<file path="config.mk">
export PLATFORM = sky130hd
export DESIGN_NAME = ram_port_arbiter_flat
export DESIGN_NICKNAME = d
export VERILOG_FILES = /design/src/rtl/ram_port_arbiter_pkg.sv /design/src/rtl/ram_port_arbiter_if.sv /design/src/rtl/ram_port_arbiter_burst_counter.sv /design/src/rtl/ram_port_arbiter.sv /design/src/flat_wrapper.sv
export SDC_FILE = /design/constraint.sdc
export NUM_CORES = 1
export LEC_CHECK = 0
export CORE_MARGIN = 5
export CORE_UTILIZATION = 39
export CTS_CLUSTER_SIZE = 10
export DETAILED_ROUTE_END_ITERATION = 8
export GPL_TIMING_DRIVEN = 0
export PLACE_DENSITY_LB_ADDON = 0.3
export SYNTH_ARGS = -nofsm -noshare
export SYNTH_HDL_FRONTEND = slang
export SYNTH_SLANG_ARGS = --single-unit
</file>
<file path="constraint.sdc">
create_clock -name clk -period 1.75 [get_ports clk]
set_clock_uncertainty 0.1 [all_clocks]
set_input_delay 0.525 -clock clk [delete_from_list [all_inputs] [get_ports clk]]
set_output_delay 0.525 -clock clk [all_outputs]
set_load 0.02 [all_outputs]
</file>
<file path="src/rtl/ram_port_arbiter_pkg.sv">
// Shared types and defaults for the RAM port arbiter between the CPU and an
// external loader/debug host.
package ram_port_arbiter_pkg;

  typedef enum logic [1:0] {
    CPU_OWN  = 2'd0,
    WAIT_BND = 2'd1,
    EXT_OWN  = 2'd2,
    RELEASE  = 2'd3
  } arb_state_e;

  localparam int MAX_BURST_DEFAULT = 8;
  localparam int AW_DEFAULT        = 8;

endpackage : ram_port_arbiter_pkg

</file>
<file path="src/rtl/ram_port_arbiter_if.sv">
// Bundles the CPU, external requester and RAM-side signals of the arbiter.
// slave is the arbiter's view, master the surrounding system's view.
interface ram_port_arbiter_if #(
  parameter int AW = 8
);

  logic          cpu_boundary;
  logic          cpu_ram_rd;
  logic          cpu_ram_wr;
  logic [AW-1:0] cpu_addr;
  logic          ext_req;
  logic          ext_wr;
  logic [AW-1:0] ext_addr;
  logic [7:0]    ext_wdata;
  logic [7:0]    ram_rdata;
  logic          ram_rd;
  logic          ram_wr;
  logic [AW-1:0] ram_addr;
  logic          ext_wdata_oe;
  logic          cpu_hold;
  logic          ext_gnt;
  logic [7:0]    ext_rdata;
  logic          ext_rvalid;
  logic          conflict;

  modport slave (
    input  cpu_boundary, cpu_ram_rd, cpu_ram_wr, cpu_addr,
    input  ext_req, ext_wr, ext_addr, ext_wdata, ram_rdata,
    output ram_rd, ram_wr, ram_addr, ext_wdata_oe,
    output cpu_hold, ext_gnt, ext_rdata, ext_rvalid, conflict
  );

  modport master (
    output cpu_boundary, cpu_ram_rd, cpu_ram_wr, cpu_addr,
    output ext_req, ext_wr, ext_addr, ext_wdata, ram_rdata,
    input  ram_rd, ram_wr, ram_addr, ext_wdata_oe,
    input  cpu_hold, ext_gnt, ext_rdata, ext_rvalid, conflict
  );

endinterface : ram_port_arbiter_if

</file>
<file path="src/rtl/ram_port_arbiter_burst_counter.sv">
// Counts external accesses within one grant; tc flags the access that makes
// the count reach MAX_BURST so the arbiter can release in that same cycle.
module ram_port_arbiter_burst_counter #(
  parameter int MAX_BURST = 8
) (
  input  logic clk,
  input  logic resetBar,
  input  logic clr,
  input  logic en,
  output logic tc
);

  localparam logic [7:0] MAX_BURST_C = 8'(MAX_BURST);

  logic [7:0] count_q;
  logic [7:0] count_d;

  always_comb begin
    count_d = count_q;
    if (clr) begin
      count_d = 8'd0;
    end else if (en) begin
      count_d = count_q + 8'd1;
    end
  end

  assign tc = en && ((count_q + 8'd1) == MAX_BURST_C);

  // NOTE: sequential state is updated only with non-blocking assignments so
  // every flop samples the pre-edge values regardless of process ordering.
  always_ff @(posedge clk or negedge resetBar) begin
    if (!resetBar) begin
      count_q <= 8'd0;
    end else begin
      count_q <= count_d;
    end
  end

endmodule : ram_port_arbiter_burst_counter

</file>
<file path="src/rtl/ram_port_arbiter.sv">
// Shares the data-RAM port between the CPU and an external requester, handing
// the port over only at CPU instruction boundaries and capping each burst.
module ram_port_arbiter
  import ram_port_arbiter_pkg::*;
#(
  parameter int MAX_BURST = MAX_BURST_DEFAULT,
  parameter int AW        = AW_DEFAULT
) (
  input  logic               clk,
  input  logic               resetBar,
  ram_port_arbiter_if.slave  bus
);

  arb_state_e    state_q, state_d;
  logic          owed_q, owed_d;
  logic [7:0]    ext_rdata_q, ext_rdata_d;
  logic          ext_rvalid_q, ext_rvalid_d;
  logic          conflict_q, conflict_d;

  logic          ram_rd_d;
  logic          ram_wr_d;
  logic [AW-1:0] ram_addr_d;
  logic          ext_wdata_oe_d;
  logic          cpu_hold_d;
  logic          ext_gnt_d;
  logic          cnt_clr;
  logic          cnt_en;
  logic          cnt_tc;
  logic          rd_capture;

  ram_port_arbiter_burst_counter #(
    .MAX_BURST (MAX_BURST)
  ) u_burst_counter (
    .clk      (clk),
    .resetBar (resetBar),
    .clr      (cnt_clr),
    .en       (cnt_en),
    .tc       (cnt_tc)
  );

  // NOTE: every signal written here gets a default first, so no path through
  // the case statement can leave one unassigned and infer a latch.
  always_comb begin
    state_d        = state_q;
    owed_d         = owed_q;
    ram_rd_d       = 1'b0;
    ram_wr_d       = 1'b0;
    ram_addr_d     = '0;
    ext_wdata_oe_d = 1'b0;
    cpu_hold_d     = 1'b0;
    ext_gnt_d      = 1'b0;
    cnt_clr        = 1'b0;
    cnt_en         = 1'b0;

    unique case (state_q)
      CPU_OWN: begin
        ram_rd_d   = bus.cpu_ram_rd;
        ram_wr_d   = bus.cpu_ram_wr;
        ram_addr_d = bus.cpu_addr;
        // After a capped burst the CPU must retire one instruction first.
        if (owed_q) begin
          if (bus.cpu_boundary) owed_d = 1'b0;
        end else if (bus.ext_req) begin
          state_d = WAIT_BND;
        end
      end
      WAIT_BND: begin
        ram_rd_d   = bus.cpu_ram_rd;
        ram_wr_d   = bus.cpu_ram_wr;
        ram_addr_d = bus.cpu_addr;
        if (!bus.ext_req) begin
          state_d = CPU_OWN;
        end else if (bus.cpu_boundary) begin
          state_d = EXT_OWN;
        end
      end
      EXT_OWN: begin
        cpu_hold_d     = 1'b1;
        ext_gnt_d      = 1'b1;
        ram_addr_d     = bus.ext_addr;
        ram_wr_d       = bus.ext_req & bus.ext_wr;
        ram_rd_d       = bus.ext_req & ~bus.ext_wr;
        ext_wdata_oe_d = bus.ext_req & bus.ext_wr;
        cnt_en         = bus.ext_req;
        if (!bus.ext_req) begin
          state_d = RELEASE;
        end else if (cnt_tc) begin
          state_d = RELEASE;
          owed_d  = 1'b1;
        end
      end
      RELEASE: begin
        cnt_clr = 1'b1;
        state_d = CPU_OWN;
      end
      default: state_d = CPU_OWN;
    endcase
  end

  assign rd_capture   = (state_q == EXT_OWN) && bus.ext_req && !bus.ext_wr;
  assign ext_rdata_d  = rd_capture ? bus.ram_rdata : ext_rdata_q;
  assign ext_rvalid_d = rd_capture;
  assign conflict_d   = conflict_q | (cpu_hold_d & (bus.cpu_ram_rd | bus.cpu_ram_wr));

  always_ff @(posedge clk or negedge resetBar) begin
    if (!resetBar) begin
      state_q      <= CPU_OWN;
      owed_q       <= 1'b0;
      ext_rdata_q  <= 8'h00;
      ext_rvalid_q <= 1'b0;
      conflict_q   <= 1'b0;
    end else begin
      state_q      <= state_d;
      owed_q       <= owed_d;
      ext_rdata_q  <= ext_rdata_d;
      ext_rvalid_q <= ext_rvalid_d;
      conflict_q   <= conflict_d;
    end
  end

  assign bus.ram_rd       = ram_rd_d;
  assign bus.ram_wr       = ram_wr_d;
  assign bus.ram_addr     = ram_addr_d;
  assign bus.ext_wdata_oe = ext_wdata_oe_d;
  assign bus.cpu_hold     = cpu_hold_d;
  assign bus.ext_gnt      = ext_gnt_d;
  assign bus.ext_rdata    = ext_rdata_q;
  assign bus.ext_rvalid   = ext_rvalid_q;
  assign bus.conflict     = conflict_q;

endmodule : ram_port_arbiter
</file>
<file path="src/flat_wrapper.sv">
// flat-port wrapper written by rule: the top's interface ports become plain ports
module ram_port_arbiter_flat import ram_port_arbiter_pkg::*;
#(
  parameter int MAX_BURST = MAX_BURST_DEFAULT,
  parameter int AW        = AW_DEFAULT
)
  (clk, resetBar, bus_cpu_boundary, bus_cpu_ram_rd, bus_cpu_ram_wr, bus_cpu_addr, bus_ext_req, bus_ext_wr, bus_ext_addr, bus_ext_wdata, bus_ram_rdata, bus_ram_rd, bus_ram_wr, bus_ram_addr, bus_ext_wdata_oe, bus_cpu_hold, bus_ext_gnt, bus_ext_rdata, bus_ext_rvalid, bus_conflict);
  ram_port_arbiter_if #(.AW(AW)) bus_i ();
  input  logic clk;
  input  logic resetBar;
  input wire logic [$bits(bus_i.cpu_boundary)-1:0] bus_cpu_boundary;
  input wire logic [$bits(bus_i.cpu_ram_rd)-1:0] bus_cpu_ram_rd;
  input wire logic [$bits(bus_i.cpu_ram_wr)-1:0] bus_cpu_ram_wr;
  input wire logic [$bits(bus_i.cpu_addr)-1:0] bus_cpu_addr;
  input wire logic [$bits(bus_i.ext_req)-1:0] bus_ext_req;
  input wire logic [$bits(bus_i.ext_wr)-1:0] bus_ext_wr;
  input wire logic [$bits(bus_i.ext_addr)-1:0] bus_ext_addr;
  input wire logic [$bits(bus_i.ext_wdata)-1:0] bus_ext_wdata;
  input wire logic [$bits(bus_i.ram_rdata)-1:0] bus_ram_rdata;
  output wire logic [$bits(bus_i.ram_rd)-1:0] bus_ram_rd;
  output wire logic [$bits(bus_i.ram_wr)-1:0] bus_ram_wr;
  output wire logic [$bits(bus_i.ram_addr)-1:0] bus_ram_addr;
  output wire logic [$bits(bus_i.ext_wdata_oe)-1:0] bus_ext_wdata_oe;
  output wire logic [$bits(bus_i.cpu_hold)-1:0] bus_cpu_hold;
  output wire logic [$bits(bus_i.ext_gnt)-1:0] bus_ext_gnt;
  output wire logic [$bits(bus_i.ext_rdata)-1:0] bus_ext_rdata;
  output wire logic [$bits(bus_i.ext_rvalid)-1:0] bus_ext_rvalid;
  output wire logic [$bits(bus_i.conflict)-1:0] bus_conflict;
  assign bus_i.cpu_boundary = bus_cpu_boundary;
  assign bus_i.cpu_ram_rd = bus_cpu_ram_rd;
  assign bus_i.cpu_ram_wr = bus_cpu_ram_wr;
  assign bus_i.cpu_addr = bus_cpu_addr;
  assign bus_i.ext_req = bus_ext_req;
  assign bus_i.ext_wr = bus_ext_wr;
  assign bus_i.ext_addr = bus_ext_addr;
  assign bus_i.ext_wdata = bus_ext_wdata;
  assign bus_i.ram_rdata = bus_ram_rdata;
  assign bus_ram_rd = bus_i.ram_rd;
  assign bus_ram_wr = bus_i.ram_wr;
  assign bus_ram_addr = bus_i.ram_addr;
  assign bus_ext_wdata_oe = bus_i.ext_wdata_oe;
  assign bus_cpu_hold = bus_i.cpu_hold;
  assign bus_ext_gnt = bus_i.ext_gnt;
  assign bus_ext_rdata = bus_i.ext_rdata;
  assign bus_ext_rvalid = bus_i.ext_rvalid;
  assign bus_conflict = bus_i.conflict;
  ram_port_arbiter #(.MAX_BURST(MAX_BURST), .AW(AW)) u_core (.clk(clk), .resetBar(resetBar), .bus(bus_i));
endmodule
</file>
Yosys cells after proc, flatten, opt, wreduce, memory -nomap -nowiden
Index checks and enable logic that the tools add are counted.

Mux-type cells: 21. Eq/ne operators: 10. Add/sub/neg operators: 1. Bitwise gates (word level): 6. Reductions and logical operators: 10.

Operators by type and width (count): 2-to-1 mux 8 bit (2); case mux 8 bit (2 select lines) (1); 2-to-1 mux 2 bit (6); adder 8 x 1 -> 8 bit (second input constant) (1); == test 8 x 4 -> 1 bit (second input constant) (1); 2-to-1 mux 1 bit (8); case mux 2 bit (4 select lines) (1); != test 2 bit (second input constant) (3); case mux 1 bit (2 select lines) (3); == test 2 bit (second input constant) (2); AND reduction 4 bit (1); nonzero test 2 bit (2); bitwise AND 1 bit (3); logical AND 1 bit (3); != test 3 x 2 -> 1 bit (second input constant) (1); != test 3 bit (second input constant) (1); AND reduction 3 bit (1); == test 2 x 1 -> 1 bit (second input constant) (1); logical NOT 2 bit (1); != test 2 x 1 -> 1 bit (second input constant) (1); bitwise OR 1 bit (2); OR reduction 2 bit (1); logical NOT 1 bit (1); NOT 1 bit (1).

Logic and storage cells: 54. Register bits after elaboration: 21. Input port bits: 39. Output and inout port bits: 23.

Depth between registers and ports, before layout
Word-level depth: 6. Mapped depth: 5. Depth with buffers taken out: 5.

By module
From an unflattened synthesis, not the netlist that was laid out.

Cell total of the unflattened synthesis: 100. Area total of the unflattened synthesis: 1136.1 µm².

Modules (own cells, without submodules): ram_port_arbiter (cells an instance 57, area an instance 719.4 µm², times used 1, seq. area each 325.3 µm²); ram_port_arbiter_burst_counter (cells an instance 43, area an instance 416.6 µm², times used 1, seq. area each 200.2 µm²).

Least setup slack after synthesis
OpenSTA, ideal clock, no wires.

Path kind: register to output. From: register (tool-made name). To: output port bus_ram_wr. Data arrival time: 1.220 ns. Buffers on the path: 1. Setup slack: -0.095 ns. Required time: 1.125 ns. Cell stages (with the launch flop): 6. Cell sequence: dfrtp_1 -> buf_4 -> inv_2 -> nor2_2 -> and3_1 -> a21o_1.

RTL lines: end, declared (RTL line flat_wrapper.sv:21) `output wire logic [$bits(bus_i.ram_wr)-1:0] bus_ram_wr;`.

Worst setup path in the final report
From: input port bus_ext_req. To: output port bus_ram_wr.

Cells in the longest elaborated chain, start to end: 2.

RTL lines: start, declared (RTL line flat_wrapper.sv:15) `input wire logic [$bits(bus_i.ext_req)-1:0] bus_ext_req;`; bitwise AND 1 bit (RTL line ram_port_arbiter.sv:81) `ram_wr_d = bus.ext_req & bus.ext_wr;`; case mux 1 bit (2 select lines) (RTL line ram_port_arbiter.sv:55) `unique case (state_q)`.

No other way between the ends.

==> metrics <==
Worst-Skew Late Latency=310 ps; XOR/XNOR Fraction of Synth Area=0; peak supply drop=around 840 uV; total number of vias=between 1k and 1.5k; status=complete, but fails checks; post-DR vias/cell=between 5 and 6; Critical Path AT=between 1000 and 1500 ps; clock-pin slew on the worst setup and hold paths=between 100 and 150 ps; CTS tree=built; FMAX=around 0.5 GHz; Tcrit/Tclk final=1.16; Worst Setup Slack, final=-276 ps; H-tree Lvls=1; WL/cell=about 16 um; Num CTS Buffers=3; I/O pins=62; r2r setup slk=around 130 ps; Fillers=~210; die area=between 0.004 and 0.005 mm^2; TritonRoute pass-1 iters=4; R2R cell count=5; GRT Total Usage=0.164; clk buf depth=2; Min Hold Slack=between 400 and 500 ps; synthesized area=roughly 0.0012 mm^2; DRC=0; Slowest-stage cell, CP=clkdlybuf4s15_1; final hold vios=0; Crit path largest cell delay=250 ps; Multi-input gate area=between 600 and 700 um^2; RSZ-0062 raised after global routing=yes; FF-to-FF End=u_core.state_q[0]; clock root buffer=clkbuf_4; Static Leakage=approximately 0.9 nW; Pwr Density=1290 mW/mm^2; cell breakdown of the critical path=clkdlybuf4s15_1, buf_6, and3_4, a21o_1, buf_6; critical path class=input port to output port; Total Power=approximately 2.5 mW; vias in the first global route=~1.2k; largest net degree at the start of global routing=22; Mapped Cells=between 100 and 150; DRT antenna net count=0; input/output buffers=53; CP Data Required Time=between 1000 and 1500 ps; die height=about 64 um; GRT overflow=0; yosys warns=0; adder-cell share of the synthesized area=0.0217; Final Max Slew Viols=0; Initial Utilization=0.412; Die Wd=between 60 and 70 um; failing checks=negative setup slack; placed insts=~190; GPL Wtd Cong=0.835; crit path to=bus_ram_wr; Area Overhead vs Synth=68.6%; Synth cell types=33; Compound-Gate Fraction of Synth Area=0.217; Hold Crit Class=register to register; 1st-iter DRT viols=30; commonest non-fill, non-tap cells in the layout=clkdlybuf4s50_1 (28), dfrtp_1 (19), buf_6 (18); CP startpoint kind=input port; most common cell after layout, fill and taps aside=clkdlybuf4s50_1; RR Startpoint=u_core.u_burst_counter.count_q[0]; Crit. End Element=output port; CP startpoint=bus_ext_req; critical path fanouts, max=10; Seq/Total Area, Yosys=0.455; post-synthesis simple-gate area fraction=0.163; hold path start=u_core.u_burst_counter.count_q[7]; row count=19; # hold bufs at CTS=0; # diodes=0; syn_nets=about 150; Layout Nets=217; initial antenna violation count=0; fin crit period=roughly 2000 ps; worst slew pin tran=934 ps; mean post-synth cell area=around 11 um^2; DP Wirelength=around 2.3 mm; main combinational cell family by area after synthesis=compound AO/OA/AOI/OAI gates; worst hold path cell count=1; Final setup viols=13; multiplexer share of the synthesized area=0.104; first-pass GRT wire length=~5.3 mm; clk sinks=21; final non-filler cell total=about 210; Seq cells post-synth=21; proportion of layout cells with a drive suffix above 1=0.337; core area=around 0.0028 mm^2; Max-cap violations=0; Rel. slew slack=0.375; Worst path most repeated cell=buf_6; storage element area=around 530 um^2; final wirelength=between 3 and 4 mm
-- power by group --
part	switching (mW)	internal [mW]
clock network	0.148	0.0856
registers	0.113	0.626
logic	0.700	0.845
-- worst min-delay path by stage --
stage	slack [ps]	to
finish	410	u_core.u_burst_counter.count_q[7]
global placement	370	u_core.u_burst_counter.count_q[7]
CTS	400	u_core.u_burst_counter.count_q[7]
detailed placement	380	u_core.u_burst_counter.count_q[7]
global route	430	u_core.bus.conflict
floorplan	130	asynchronous set/reset pin
-- flip-flops by register name, indices dropped and copies added, names as in the netlist, named ones only --
signal / flops
u_core.bus.conflict: 1
u_core.bus.ext_rdata: 8
u_core.bus.ext_rvalid: 1
u_core.owed_q: 1
u_core.u_burst_counter.count_q: 8
u_core.state_q: 1
-- final cells by class --
| cell class | instances | area share |
|---|---|---|
| flip-flops and latches | 21 | 0.271 |
| clock buffers | 3 | 0.0116 |
| inverters | 2 | 0.00514 |
| multi-input cells | 75 | 0.324 |
| clock inverters | 1 | 0.00257 |
| repair buffers | 68 | 0.342 |
| plain buffers | 5 | 0.0238 |
| well taps | 31 | 0.0199 |
-- metal layers --
metal,vias up,GRT usage,routed length (um)
met2,50,0.290,1690
li1,538,-,-
met5,-,0,0
met4,0,0.0792,76
met3,7,0.0380,235
met1,535,0.187,1330
-- critical path, delay by kind of cell --
family          cells  cell delay [ps]
buf+inv             3              560
simple gates        1              160
compound gates      1              160
-- synthesized netlist by cell type --
library cell / instances / share of area
mux2_4: 8 / 0.10
a21o_1: 3 / 0.020
buf_4: 4 / 0.026
and3b_1: 1 / 0.0076
inv_2: 1 / 0.0032
a32o_1: 1 / 0.0087
o32a_1: 1 / 0.0087
o31ai_1: 3 / 0.020
nand4_1: 2 / 0.011
dfrtp_1: 21 / 0.46
nor2_2: 1 / 0.0054
nand2_1: 4 / 0.013
o21ai_0: 8 / 0.035
ha_1: 2 / 0.022
nand2b_1: 2 / 0.011
o311ai_1: 1 / 0.0076
nor2_8: 1 / 0.017
nor4_1: 1 / 0.0054
a31oi_1: 2 / 0.011
nand3_1: 4 / 0.017
nor2_1: 4 / 0.013
nand3b_4: 1 / 0.017
nor2b_1: 1 / 0.0054
nor4b_1: 2 / 0.015
a21oi_1: 4 / 0.017
and2_4: 1 / 0.0076
a22o_1: 8 / 0.061
o21ai_1: 5 / 0.022
clkbuf_1: 1 / 0.0032
and3_1: 3 / 0.016
buf_2: 1 / 0.0043
inv_1: 1 / 0.0032
a41oi_1: 1 / 0.0076
-- cell families after synthesis --
| kind of cell | Yosys count |
|---|---|
| fa+ha+maj | 2 |
| compound gates | 37 |
| mux | 8 |
| simple gates | 28 |
| buf+inv | 8 |
| flops | 21 |
-- per-stage QoR --
step                      setup TNS [ps]  cell area [um^2]   util  worst slack [ps]
after floorplan                     -421              1160      -             -47.9
after global placement            -14470              1730  0.615             -1090
after detailed placement          -14890              1730  0.615             -1110
after CTS                          -3280              1850  0.658              -288
after global routing               -3580              1950  0.694              -312
final                              -2770              1950  0.694              -276
-- what timing repair did --
item | 4_1_cts | 5_1_grt
setup endpoints to repair | 23 | 14
cloned | 1 | 0
hold endpoints to repair | 0 | 0
buffers inserted | 10 | 4
resized for setup | 91 | 20
pin swaps | 6 | 7
No activity file was read; power rests on OpenSTA's default activity.
